<file path="config.mk">
export PLATFORM = sky130hd
export DESIGN_NAME = dram_arbiter
export DESIGN_NICKNAME = d
export VERILOG_FILES = /design/src/rtl/dram_arb_pkg.sv /design/src/rtl/dram_arb_grant.sv /design/src/rtl/dram_arbiter.sv
export SDC_FILE = /design/constraint.sdc
export NUM_CORES = 1
export LEC_CHECK = 0
export BUFFER_PORTS_ARGS = -buffer_cell sky130_fd_sc_hd__buf_2
export CAP_MARGIN = 25
export CORE_AREA = 2 2 105 107
export DETAILED_ROUTE_END_ITERATION = 12
export DIE_AREA = 0 0 107 109
export GPL_ROUTABILITY_DRIVEN = 0
export GPL_TIMING_DRIVEN = 0
export PLACE_DENSITY = 0.46
export SLEW_MARGIN = 10
export SYNTH_ARGS = -nofsm -noshare
export SYNTH_HDL_FRONTEND = slang
export SYNTH_HIERARCHICAL = 1
export SYNTH_SLANG_ARGS = --single-unit
</file>
<file path="constraint.sdc">
create_clock -name clk -period 4.5 [get_ports clk]
set_input_delay 0.9 -clock clk [delete_from_list [all_inputs] [get_ports clk]]
set_output_delay 0.9 -clock clk [all_outputs]
set_load 0.05 [all_outputs]
</file>
<file path="src/rtl/dram_arb_pkg.sv">
// dram_arb_pkg: shared definitions for the data-RAM arbiter.
//   state_t  - ownership state of the DRAM port (previous cycle)
//   PORT_*   - bit index of each requester in the one-hot grant vector
//   OP_*     - DRAM access width encodings
package dram_arb_pkg;

    typedef enum logic [1:0] {
        ST_IDLE  = 2'd0,
        ST_CPU   = 2'd1,
        ST_DMA   = 2'd2,
        ST_BURST = 2'd3
    } state_t;

    localparam int PORT_CPU = 0;
    localparam int PORT_DMA = 1;

    localparam logic [1:0] OP_BYTE = 2'b00;
    localparam logic [1:0] OP_HALF = 2'b01;
    localparam logic [1:0] OP_WORD = 2'b10;

endpackage

</file>
<file path="src/rtl/dram_arb_grant.sv">
// dram_arb_grant: combinational grant selector for the DRAM arbiter.
// Macro DRAM_ARB_RR_EN: round-robin between the ports (uses last_dma);
// otherwise fixed CPU priority with a starvation override (uses wait_cnt).
// Ports:
//   cpu_valid, dma_valid - requests
//   state                - ownership state from the previous cycle
//   burst_cnt            - locked DMA beats taken so far
//   last_dma / wait_cnt  - RR pointer (1 = DMA granted last) / DMA wait count
//   grant                - one-hot grant, indexed by PORT_CPU / PORT_DMA
module dram_arb_grant
    import dram_arb_pkg::*;
#(
    parameter int MAX_BURST = 8,
    parameter int MAX_WAIT  = 15,
    parameter int BURST_W   = 4,
    parameter int WAIT_W    = 4
) (
    input  logic               cpu_valid,
    input  logic               dma_valid,
    input  state_t             state,
    input  logic [BURST_W-1:0] burst_cnt,
`ifdef DRAM_ARB_RR_EN
    input  logic               last_dma,
`else
    input  logic [WAIT_W-1:0]  wait_cnt,
`endif
    output logic [1:0]         grant
);

    localparam logic [BURST_W-1:0] BURST_LIM = BURST_W'(MAX_BURST);
`ifndef DRAM_ARB_RR_EN
    localparam logic [WAIT_W-1:0]  WAIT_LIM  = WAIT_W'(MAX_WAIT);
`endif

    always_comb begin
        grant = '0;
        if (state == ST_BURST && dma_valid && burst_cnt < BURST_LIM) begin
            grant[PORT_DMA] = 1'b1;
`ifdef DRAM_ARB_RR_EN
        end else if (cpu_valid && dma_valid) begin
            if (last_dma) grant[PORT_CPU] = 1'b1;
            else          grant[PORT_DMA] = 1'b1;
`else
        end else if (dma_valid && wait_cnt == WAIT_LIM) begin
            grant[PORT_DMA] = 1'b1;
`endif
        end else if (cpu_valid) begin
            grant[PORT_CPU] = 1'b1;
        end else if (dma_valid) begin
            grant[PORT_DMA] = 1'b1;
        end
    end

endmodule

</file>
<file path="src/rtl/dram_arbiter.sv">
// dram_arbiter: shares the data-RAM port between the CPU (port 0) and a
// DMA/loader engine (port 1). One access per cycle, locked DMA bursts of at
// most MAX_BURST beats, read data returned one cycle after the read beat.
// Macro DRAM_ARB_RR_EN: round-robin arbitration instead of fixed CPU
// priority with the MAX_WAIT starvation override.
// Ports:
//   clk, rst                       - clock, async active-high reset
//   cpu_* / dma_*                  - request channels (valid/ready/we/op/adr/wdata)
//   dma_lock                       - hold the grant on DMA for the next beat
//   cpu_rvalid, dma_rvalid, rdata  - read response (rdata shared)
//   dram_adr/op/we/wdin, dram_rdo  - DRAM port
module dram_arbiter
    import dram_arb_pkg::*;
#(
    parameter int MAX_BURST = 8,
    parameter int MAX_WAIT  = 15
) (
    input  logic        clk,
    input  logic        rst,
    input  logic        cpu_valid,
    output logic        cpu_ready,
    input  logic        cpu_we,
    input  logic [1:0]  cpu_op,
    input  logic [31:0] cpu_adr,
    input  logic [31:0] cpu_wdata,
    output logic        cpu_rvalid,
    input  logic        dma_valid,
    output logic        dma_ready,
    input  logic        dma_we,
    input  logic [1:0]  dma_op,
    input  logic [31:0] dma_adr,
    input  logic [31:0] dma_wdata,
    input  logic        dma_lock,
    output logic        dma_rvalid,
    output logic [31:0] rdata,
    output logic [31:0] dram_adr,
    output logic [1:0]  dram_op,
    output logic        dram_we,
    output logic [31:0] dram_wdin,
    input  logic [31:0] dram_rdo
);

    localparam int BURST_W = $clog2(MAX_BURST + 1);
    localparam int WAIT_W  = $clog2(MAX_WAIT + 1);
    localparam logic [BURST_W-1:0] BURST_LIM = BURST_W'(MAX_BURST);

    state_t             state, state_next;
    logic [BURST_W-1:0] burst_cnt, burst_cnt_next, burst_base;
    logic               rd_cpu, rd_dma;
    logic [1:0]         grant_raw, grant;
    logic               cpu_beat, dma_beat;
`ifdef DRAM_ARB_RR_EN
    logic               last_dma, last_dma_next;
`else
    localparam logic [WAIT_W-1:0] WAIT_LIM = WAIT_W'(MAX_WAIT);
    logic [WAIT_W-1:0]  wait_cnt, wait_cnt_next;
`endif

    dram_arb_grant #(
        .MAX_BURST (MAX_BURST),
        .MAX_WAIT  (MAX_WAIT),
        .BURST_W   (BURST_W),
        .WAIT_W    (WAIT_W)
    ) u_grant (
        .cpu_valid (cpu_valid),
        .dma_valid (dma_valid),
        .state     (state),
        .burst_cnt (burst_cnt),
`ifdef DRAM_ARB_RR_EN
        .last_dma  (last_dma),
`else
        .wait_cnt  (wait_cnt),
`endif
        .grant     (grant_raw)
    );

    // Grants are combinational from valid, so they are masked while reset is
    // held to keep every output at 0.
    assign grant     = rst ? 2'b00 : grant_raw;
    assign cpu_ready = grant[PORT_CPU];
    assign dma_ready = grant[PORT_DMA];
    assign cpu_beat  = cpu_valid && cpu_ready;
    assign dma_beat  = dma_valid && dma_ready;

    always_comb begin
        dram_adr  = '0;
        dram_op   = OP_BYTE;
        dram_we   = 1'b0;
        dram_wdin = '0;
        if (grant[PORT_CPU]) begin
            dram_adr  = cpu_adr;
            dram_op   = cpu_op;
            dram_we   = cpu_we && cpu_valid;
            dram_wdin = cpu_wdata;
        end else if (grant[PORT_DMA]) begin
            dram_adr  = dma_adr;
            dram_op   = dma_op;
            dram_we   = dma_we && dma_valid;
            dram_wdin = dma_wdata;
        end
    end

    assign cpu_rvalid = rd_cpu;
    assign dma_rvalid = rd_dma;
    assign rdata      = rst ? 32'd0 : dram_rdo;

    always_comb begin
        state_next = ST_IDLE;
        if (dma_beat)      state_next = dma_lock ? ST_BURST : ST_DMA;
        else if (cpu_beat) state_next = ST_CPU;

        // A burst that has hit its limit restarts from zero; any cycle that
        // is not a locked DMA beat drops the lock.
        burst_base     = (burst_cnt >= BURST_LIM) ? '0 : burst_cnt;
        burst_cnt_next = (dma_beat && dma_lock) ? burst_base + 1'b1 : '0;

`ifdef DRAM_ARB_RR_EN
        last_dma_next = last_dma;
        if (dma_beat)      last_dma_next = 1'b1;
        else if (cpu_beat) last_dma_next = 1'b0;
`else
        wait_cnt_next = wait_cnt;
        if (dma_beat)
            wait_cnt_next = '0;
        else if (dma_valid && !dma_ready && wait_cnt != WAIT_LIM)
            wait_cnt_next = wait_cnt + 1'b1;
`endif
    end

    always_ff @(posedge clk or posedge rst) begin
        if (rst) begin
            state     <= ST_IDLE;
            burst_cnt <= '0;
            rd_cpu    <= 1'b0;
            rd_dma    <= 1'b0;
`ifdef DRAM_ARB_RR_EN
            last_dma  <= 1'b1;
`else
            wait_cnt  <= '0;
`endif
        end else begin
            state     <= state_next;
            burst_cnt <= burst_cnt_next;
            rd_cpu    <= cpu_beat && !cpu_we;
            rd_dma    <= dma_beat && !dma_we;
`ifdef DRAM_ARB_RR_EN
            last_dma  <= last_dma_next;
`else
            wait_cnt  <= wait_cnt_next;
`endif
        end
    end

endmodule

</file>
# Word-level counts from Yosys, hierarchy flattened
# Cells that the tools add are included.
# W data, S select, Z words.
word_totals:
  regBits: 12
  inputBits: 171
  out_inout_bits: 103
  word_cells: 52
op_classes:
  add_sub_neg: 2
  magnitude_cmp: 2
  n_eq_ne: 3
  mux: 24
  n_reduce_logical: 16
ops:
  columns: ["cell", "count"]
  rows:
  - ["$mux W32", 5]
  - ["$mux W4", 4]
  - ["$logic_and A1 B1 Y1", 12]
  - ["$mux W1", 11]
  - ["$add A4 B1 Y4 const B", 2]
  - ["$mux W2", 4]
  - ["$eq A4 B4 Y1 const B", 1]
  - ["$ge A4 B4 Y1 const B", 1]
  - ["$lt A4 B4 Y1 const B", 1]
  - ["$ne A4 B4 Y1 const B", 1]
  - ["$logic_not A1 Y1", 3]
  - ["$eq A2 B2 Y1 const B", 1]
  - ["$reduce_bool A2 Y1", 1]

# Logic depth before layout (Yosys ltp)
# Gate-level depths: netlist of run 1.
logic_depth:
  ltp_word: 10
  mapped_depth: 7
  depth_no_buf: 6

# Hierarchy
# The synthesis of run 1 kept the hierarchy.
by_module_without_submodules:
  columns: ["mod", "instances", "cells_per_inst", "area_each_um2", "seq_area_each_um2"]
  rows:
  - ["dram_arbiter", 1, 167, 1438.9, 300.3]
  - ["dram_arb_grant", 1, 6, 42.5, 0.0]

# Least setup slack after synthesis of run 1
# Ideal clock, no wire load.
synth_timing:
  path_kind: "in2out"
  from: "input port dma_valid"
  to: "output port dram_we"
  t_arrival_ns: 2.415
  t_required_ns: 3.600
  path_slack_ns: 1.185
  stages: 6
  n_path_buf: 2
  path_cell_list: "inv_1 -> o211a_1 -> nor2b_1 -> buf_2 -> buf_2 -> o21ai_1"
synth_between:
  elab_cells_between_ends: 13
  cone_classes: "9 x mux; 4 x reduce/logical"
synth_lines:
  columns: ["item", "line", "source"]
  rows:
  - ["from (decl)", "dram_arbiter.sv:27", "input logic dma_valid,"]
  - ["$logic_and A1 B1 Y1, on equally long branches", "dram_arb_grant.sv:44, dram_arb_grant.sv:37", null]
  - ["$mux W1 or $logic_and A1 B1 Y1 (tied branches)", "dram_arb_grant.sv:44, dram_arb_grant.sv:37", null]
  - ["$mux W1 *", "dram_arb_grant.sv:37", "if (state == ST_BURST && dma_valid && burst_cnt < BURST_LIM) begin"]
  - ["net grant_raw[0]", "dram_arbiter.sv:50", "logic [1:0] grant_raw, grant;"]
  - ["$mux W2 *", "dram_arbiter.sv:79", "assign grant = rst ? 2'b00 : grant_raw;"]
  - ["net cpu_ready", "dram_arbiter.sv:21", "output logic cpu_ready,"]
  - ["$mux W1 *", "dram_arbiter.sv:90", "if (grant[PORT_CPU]) begin"]
  - ["to (decl)", "dram_arbiter.sv:38", "output logic dram_we,"]
# The timed path passes the listed nets; every way through them passes the cells marked *.

# Final worst setup path of run 1
layout_timing:
  from: "input port dma_valid"
  to: "output port dram_wdin[27]"
layout_between:
  elab_cells_between_ends: 12
  cone_classes: "9 x mux; 3 x reduce/logical"
layout_lines:
  columns: ["item", "line", "source"]
  rows:
  - ["$logic_and A1 B1 Y1, on equally long branches", "dram_arb_grant.sv:44, dram_arb_grant.sv:37", null]
  - ["$mux W1 or $logic_and A1 B1 Y1 (tied branches)", "dram_arb_grant.sv:44, dram_arb_grant.sv:37", null]
  - ["$mux W1 *", "dram_arb_grant.sv:37", null]
  - ["net grant_raw[0]", "dram_arbiter.sv:50", null]
  - ["$mux W2 *", "dram_arbiter.sv:79", null]
  - ["$mux W32 *", "dram_arbiter.sv:90", null]
  - ["to (decl)", "dram_arbiter.sv:39", "output logic [31:0] dram_wdin,"]
# Marked as above.

==> results of run 1 <==
## cells by family (layout without fill, tap and decap cells)
kind of cell / Yosys count / in the layout
multiplexers: 1 / 1
AO/OA/AOI/OAI: 76 / 76
XOR/XNOR: 1 / 1
buffers and inverters: 22 / 299
flip-flops: 12 / 12
adder cells (fa/ha/maj): 2 / 2
AND/OR/NAND/NOR: 59 / 59
## placed cells by master, fill, tap and decap left out, types with 2 or more instances in the layout
cell      Yosys  final
clkbuf_8      0      4
buf_2        11    284
clkbuf_1      3      3
buf_6         5      5
nor2b_1      35     35
inv_1         3      3
nand3_1       3      3
a21oi_1       3      3
o21ai_1       3      3
dfrtp_1      12     12
nor2_1        4      4
and2b_1       2      2
a22o_1       67     67
nand2_1       4      4
ha_1          2      2
and3_1        3      3
## registers in the layout (all words and copies together), names as in the netlist
signal,cells
burst_cnt,4
cpu_rvalid,1
dma_rvalid,1
state,2
wait_cnt,4
## area by class of cell
cell class,instances,area share (%)
plain buffers,19,3.98
clock buffers,4,1.79
inverters,3,0.366
multi-input cells,139,34.0
flip-flops and latches,12,9.76
well taps,140,5.69
repair buffers,273,44.4
## metal layers
layer  global-route usage (%)  up-vias
met5                        0        -
met3                     2.87        7
met2                     28.1      164
met1                     14.6     1153
li1                         -     1219
met4                     2.32        0
## where the power goes
part | total [mW] | switching, mW | internal, mW
combinational | 0.448 | 0.298 | 0.150
clock | 0.119 | 0.0420 | 0.0775
sequential | 0.142 | 0.0173 | 0.124
## through the flow
step / area [µm²] / utilization (%) / worst slack [ns]
6_report: 3080 / 29.0 / 1.11
5_1_grt: 3080 / 29.0 / 0.931
4_1_cts: 3080 / 29.0 / 1.05
3_5_place_dp: 3020 / 28.5 / 1.07
3_3_place_gp: 3020 / 28.5 / 1.08
2_1_floorplan: 1480 / - / 1.18
## worst paths after layout
check                      slack [ns]                    start  depth (start not counted)                       to
setup / recovery                 1.11                dma_valid                          8            dram_wdin[27]
hold / removal                   0.50   burst_cnt[0]$_DFF_PP0_                          2   burst_cnt[3]$_DFF_PP0_
setup reg to reg                 2.82  wait_cnt[0]$_DFFE_PP0P_                          7       state[0]$_DFF_PP0_
hold reg to reg                  0.50   burst_cnt[0]$_DFF_PP0_                          2   burst_cnt[3]$_DFF_PP0_
max in group asynchronous        3.17                      rst                          3  wait_cnt[3]$_DFFE_PP0P_
min in group asynchronous        1.01                      rst                          3   burst_cnt[0]$_DFF_PP0_
## worst max-delay path: stages
cell and delay, ns:
buf_2 0.15, nand4b_1 0.11, o211a_1 0.18, nor2b_1 0.12
buf_2 0.22, buf_2 0.30, a22o_1 0.20, buf_2 0.30
==> results.json, run 1 <==
{
  "status": "complete, no violations",
  "ioPinCount": 274,
  "finalWirelength_mm": 8.94,
  "n_fill_cell": 1151,
  "min_path_type": "reg -> reg",
  "timing.hold.ws_ns": 0.497,
  "synthXorXnorAreaFrac_pct": 0.591,
  "power_uw": 709,
  "path_clk_slew_ns": 0.05,
  "synthCells": 173,
  "ys_ff_latch": 12,
  "worstPathRequired_ns": 3.60,
  "dr_wl_met2_mm": 4.81,
  "m1WireLength_mm": 3.25,
  "synth_top_area_share_pct": 39.6,
  "synthAdderAreaFrac_pct": 1.69,
  "yosysWarningCount": 6,
  "clkSinkCount": 12,
  "viasPerCell": 4.31,
  "fmax_mhz": 295,
  "synth_ff_type": "dfrtp_1",
  "maxUsedRoutingLayer": "met4",
  "cap_violations": 0,
  "slew_headroom_pct": 68.8,
  "final_net_count": 624,
  "clock_latency_ns": 0.24,
  "grt_start_max_net_pins": 13,
  "die_area_um2": 11700,
  "grt_pass1_vias": 2367,
  "overflow": 0,
  "tritoncts": "built",
  "netlist.top_cell.by_area": "a22o_1",
  "postSynth.asyncResetShare_pct": 100,
  "clk_path_buf_depth": 2,
  "fin_crit_sh_pct": 75.4,
  "power_density_nw_per_um2": 230,
  "crit_type": "in -> out",
  "synth.avg_cell_area_um2": 8.56,
  "diodes": 0,
  "dpl.hpwl_mm": 7.76,
  "critPathMaxFanout": 10,
  "leakagePower_nw": 1.89,
  "core_um2": 10600,
  "die_h_um": 109,
  "h-tree-depth": 1,
  "dp.cells": 586,
  "vias": 2543,
  "synth.area.top_cells": "a22o_1 (40%), dfrtp_1 (20%), nor2b_1 (15%)",
  "worst_slew_pin_slew_ns": 0.468,
  "first_iter_violations": 131,
  "synth-edff-count": 0,
  "cts_setup_buffers": 0,
  "area_growth_pct": 108,
  "yosysMostFrequentCell": "a22o_1",
  "yosysSeqAreaShare_pct": 20.3,
  "vdd_drop_max_mv": 0.104,
  "rsz0062_at_grt": "false",
  "drc_errors": 0,
  "firstDrtPassIters": 4,
  "num_rows": 38,
  "synth_common_cells": "a22o_1 (67), nor2b_1 (35), dfrtp_1 (12), buf_2 (11), buf_6 (5)",
  "startpoint_type": "input pin",
  "yosysUniqueCellTypes": 28,
  "finalSetupTns_ns": 0,
  "die_w_um": 107,
  "wl_per_cell_um": 15.1,
  "port_buffers": 273,
  "post_cts_resized": 0,
  "synth_compound_area_share_pct": 43.1,
  "synth_top_family_by_area": "compound AO/OA/AOI/OAI gates",
  "regArea_um2": 300,
  "syn_nets": 346,
  "antenna_found_initial": 0,
  "ctsRootBufferMaster": "clkbuf_8",
  "grt_first_pass_wirelength_mm": 12.5,
  "synthSimpleGateAreaFrac_pct": 24.6,
  "fin_cells": 590,
  "wl_met3_um": 801,
  "setup_viol": 0,
  "min_period_ns": 3.39,
  "numCtsBuffers": 3,
  "cp.arrival_ns": 2.49,
  "hold_violations": 0,
  "postCtsHoldBufs": 0,
  "maxSlewViolCount": 0,
  "post_synth_instance_area_um2": 1480,
  "multi_input_area_um2": 1050,
  "ant_nets": 0,
  "crit_path_end_kind": "output port",
  "track_usage_pct": 13.8,
  "muxShareOfSynthArea_pct": 0.760,
  "drive_gt1_share_pct": 65.8,
  "finClkSkew_ns": 0.00162,
  "start_util_pct": 14.0
}
Note: power is estimated with default switching activity, not from simulation.
==> run 2: changes to the inputs <==
Settings changed: CORE_AREA 2 2 105 107 to 2 2 106 108, DIE_AREA 0 0 107 109 to 0 0 108 110, PLACE_DENSITY 0.46 to 0.45.
Clock period 4.5 ns to 3.27 ns, I/O delays scaled along.
==> run 2 against run 1 <==
Net effect: clock skew is 0.00070 ns higher; die area grew 1.9%; design area grew 0.16%; worst hold slack got worse by 0.00063 ns; register-to-register slack lost 1.2 ns; highest routed layer is now met5; combinational power increased by 38%; sequential share of layout area hardly changed; critical path type unchanged; sequential cell count did not move; largest cell class unchanged.
==> results.json, run 2 (synthesized netlist as in run 1, its figures left out) <==
{
  "status": "complete, no violations",
  "setup_viol": 0,
  "drive_gt1_share_pct": 65.8,
  "final_common_cell": "buf_2",
  "port_buffers": 273,
  "startpoint_type": "input pin",
  "antenna_found_initial": 3,
  "ctsRootBufferMaster": "clkbuf_8",
  "final_net_count": 624,
  "cts_setup_buffers": 0,
  "post_cts_resized": 0,
  "path_cells": "buf_2 > inv_1 > a31oi_1 > nand2b_4 > nor2_2 > buf_6 > buf_6 > a22o_1 > buf_2",
  "rr_worst_depth": 7,
  "worstPathRequired_ns": 2.62,
  "clock_latency_ns": 0.24,
  "ioPinCount": 274,
  "track_usage_pct": 13.8,
  "viasPerCell": 4.31,
  "path_clk_slew_ns": 0.06,
  "clk_path_buf_depth": 2,
  "cp.arrival_ns": 2.22,
  "vdd_drop_max_mv": 0.118,
  "critPathMaxFanout": 10,
  "crit_path_end_kind": "output port",
  "max_stage_delay_ns": 0.31,
  "power_density_nw_per_um2": 316,
  "postCtsHoldBufs": 0,
  "rrSetupSlack_ns": 1.64,
  "die_h_um": 110,
  "fmax_mhz": 348,
  "grt_pass1_vias": 2405,
  "slowest_stage": "buf_2",
  "core_um2": 10700,
  "min_period_ns": 2.87,
  "dpl.hpwl_mm": 8.20,
  "drc_errors": 0,
  "num_rows": 38,
  "leakagePower_nw": 1.89,
  "vias": 2549,
  "layout_common_cells": "buf_2 (284), a22o_1 (67), nor2b_1 (35)",
  "finalWirelength_mm": 9.49,
  "r2r-end": "state[0]$_DFF_PP0_",
  "die_area_um2": 11900,
  "fin_crit_sh_pct": 87.8,
  "crit_type": "in -> out",
  "h-tree-depth": 1,
  "numCtsBuffers": 3,
  "worst_slew_pin_slew_ns": 0.503,
  "crit_end": "dram_wdin[4]",
  "maxSlewViolCount": 0,
  "firstDrtPassIters": 4,
  "min_path_type": "reg -> reg",
  "wl_per_cell_um": 16.0,
  "clkSinkCount": 12,
  "first_iter_violations": 119,
  "ant_nets": 0,
  "finClkSkew_ns": 0.00231,
  "grt_start_max_net_pins": 13,
  "overflow": 0,
  "finalSetupTns_ns": 0,
  "slew_headroom_pct": 66.4,
  "area_growth_pct": 108,
  "start_util_pct": 13.8,
  "hold_violations": 0,
  "largest_registers": "burst_cnt x4, wait_cnt x4, state x2",
  "cap_violations": 0,
  "die_w_um": 108,
  "tritoncts": "built",
  "grt_first_pass_wirelength_mm": 12.6,
  "rsz0062_at_grt": "false",
  "cp-startpoint": "dma_valid",
  "crit-reg2reg-launch": "burst_cnt[3]$_DFF_PP0_",
  "power_uw": 974
}
-- run 2: cell count changes in the layout (fill, tap and decap cells not counted) --
| cell | previous run | this run |
|---|---|---|
| diode_2 | 0 | 2 |
-- run 2: layout make-up --
type	instances	area (µm²)
fill	1212	7610
timing repair buffer	273	1370
multi-input combinational	139	1050
sequential	12	300
tap	140	175
buffer	19	123
clock buffer	4	55.1
inverter	3	11.3
antenna	2	5.00
-- run 2: how the worst min path moves through the flow --
| stage | from | endpoint | slack (ns) | depth (start not counted) |
|---|---|---|---|---|
| after floorplan | burst_cnt[0]$_DFF_PP0_ | burst_cnt[3]$_DFF_PP0_ | 0.48 | 2 |
| after global placement | burst_cnt[0]$_DFF_PP0_ | burst_cnt[3]$_DFF_PP0_ | 0.50 | 2 |
| after detailed placement | burst_cnt[0]$_DFF_PP0_ | burst_cnt[3]$_DFF_PP0_ | 0.49 | 2 |
| after CTS | burst_cnt[0]$_DFF_PP0_ | burst_cnt[3]$_DFF_PP0_ | 0.50 | 2 |
| after global routing | burst_cnt[0]$_DFF_PP0_ | burst_cnt[3]$_DFF_PP0_ | 0.52 | 2 |
| final | burst_cnt[0]$_DFF_PP0_ | burst_cnt[3]$_DFF_PP0_ | 0.50 | 2 |
-- run 2: metal layers --
layer | GRT usage (%) | share of wire [%] | up-vias
li1 | - | - | 1221
met1 | 14.7 | 35 | 1150
met2 | 25.5 | 50 | 170
met3 | 7.29 | 15 | 6
met4 | 0.824 | 0.24 | 2
met5 | 0 | 0.20 | -
-- run 2: where the power goes --
group	leakage (nW)	total (mW)	internal, mW	switching (mW)
Combinational	1.71	0.616	0.206	0.410
Clock	0.0288	0.164	0.106	0.0570
Sequential	0.159	0.195	0.171	0.0234
-- run 2: through the flow --
step	area, µm²	cells	utilization, %	hold WS, ns	setup WS [ns]
after floorplan	1480	173	-	0.481	0.447
after global placement	3020	586	28.3	0.503	0.369
after detailed placement	3020	586	28.3	0.494	0.370
after CTS	3080	590	28.8	0.502	0.359
after global routing	3080	590	28.8	0.523	0.233
final	3080	592	28.8	0.497	0.399
-- run 2: critical path, delay by kind of cell --
family          cells  cell delay [ns]
compound gates      2             0.42
buf+inv             5             0.87
simple gates        2             0.25
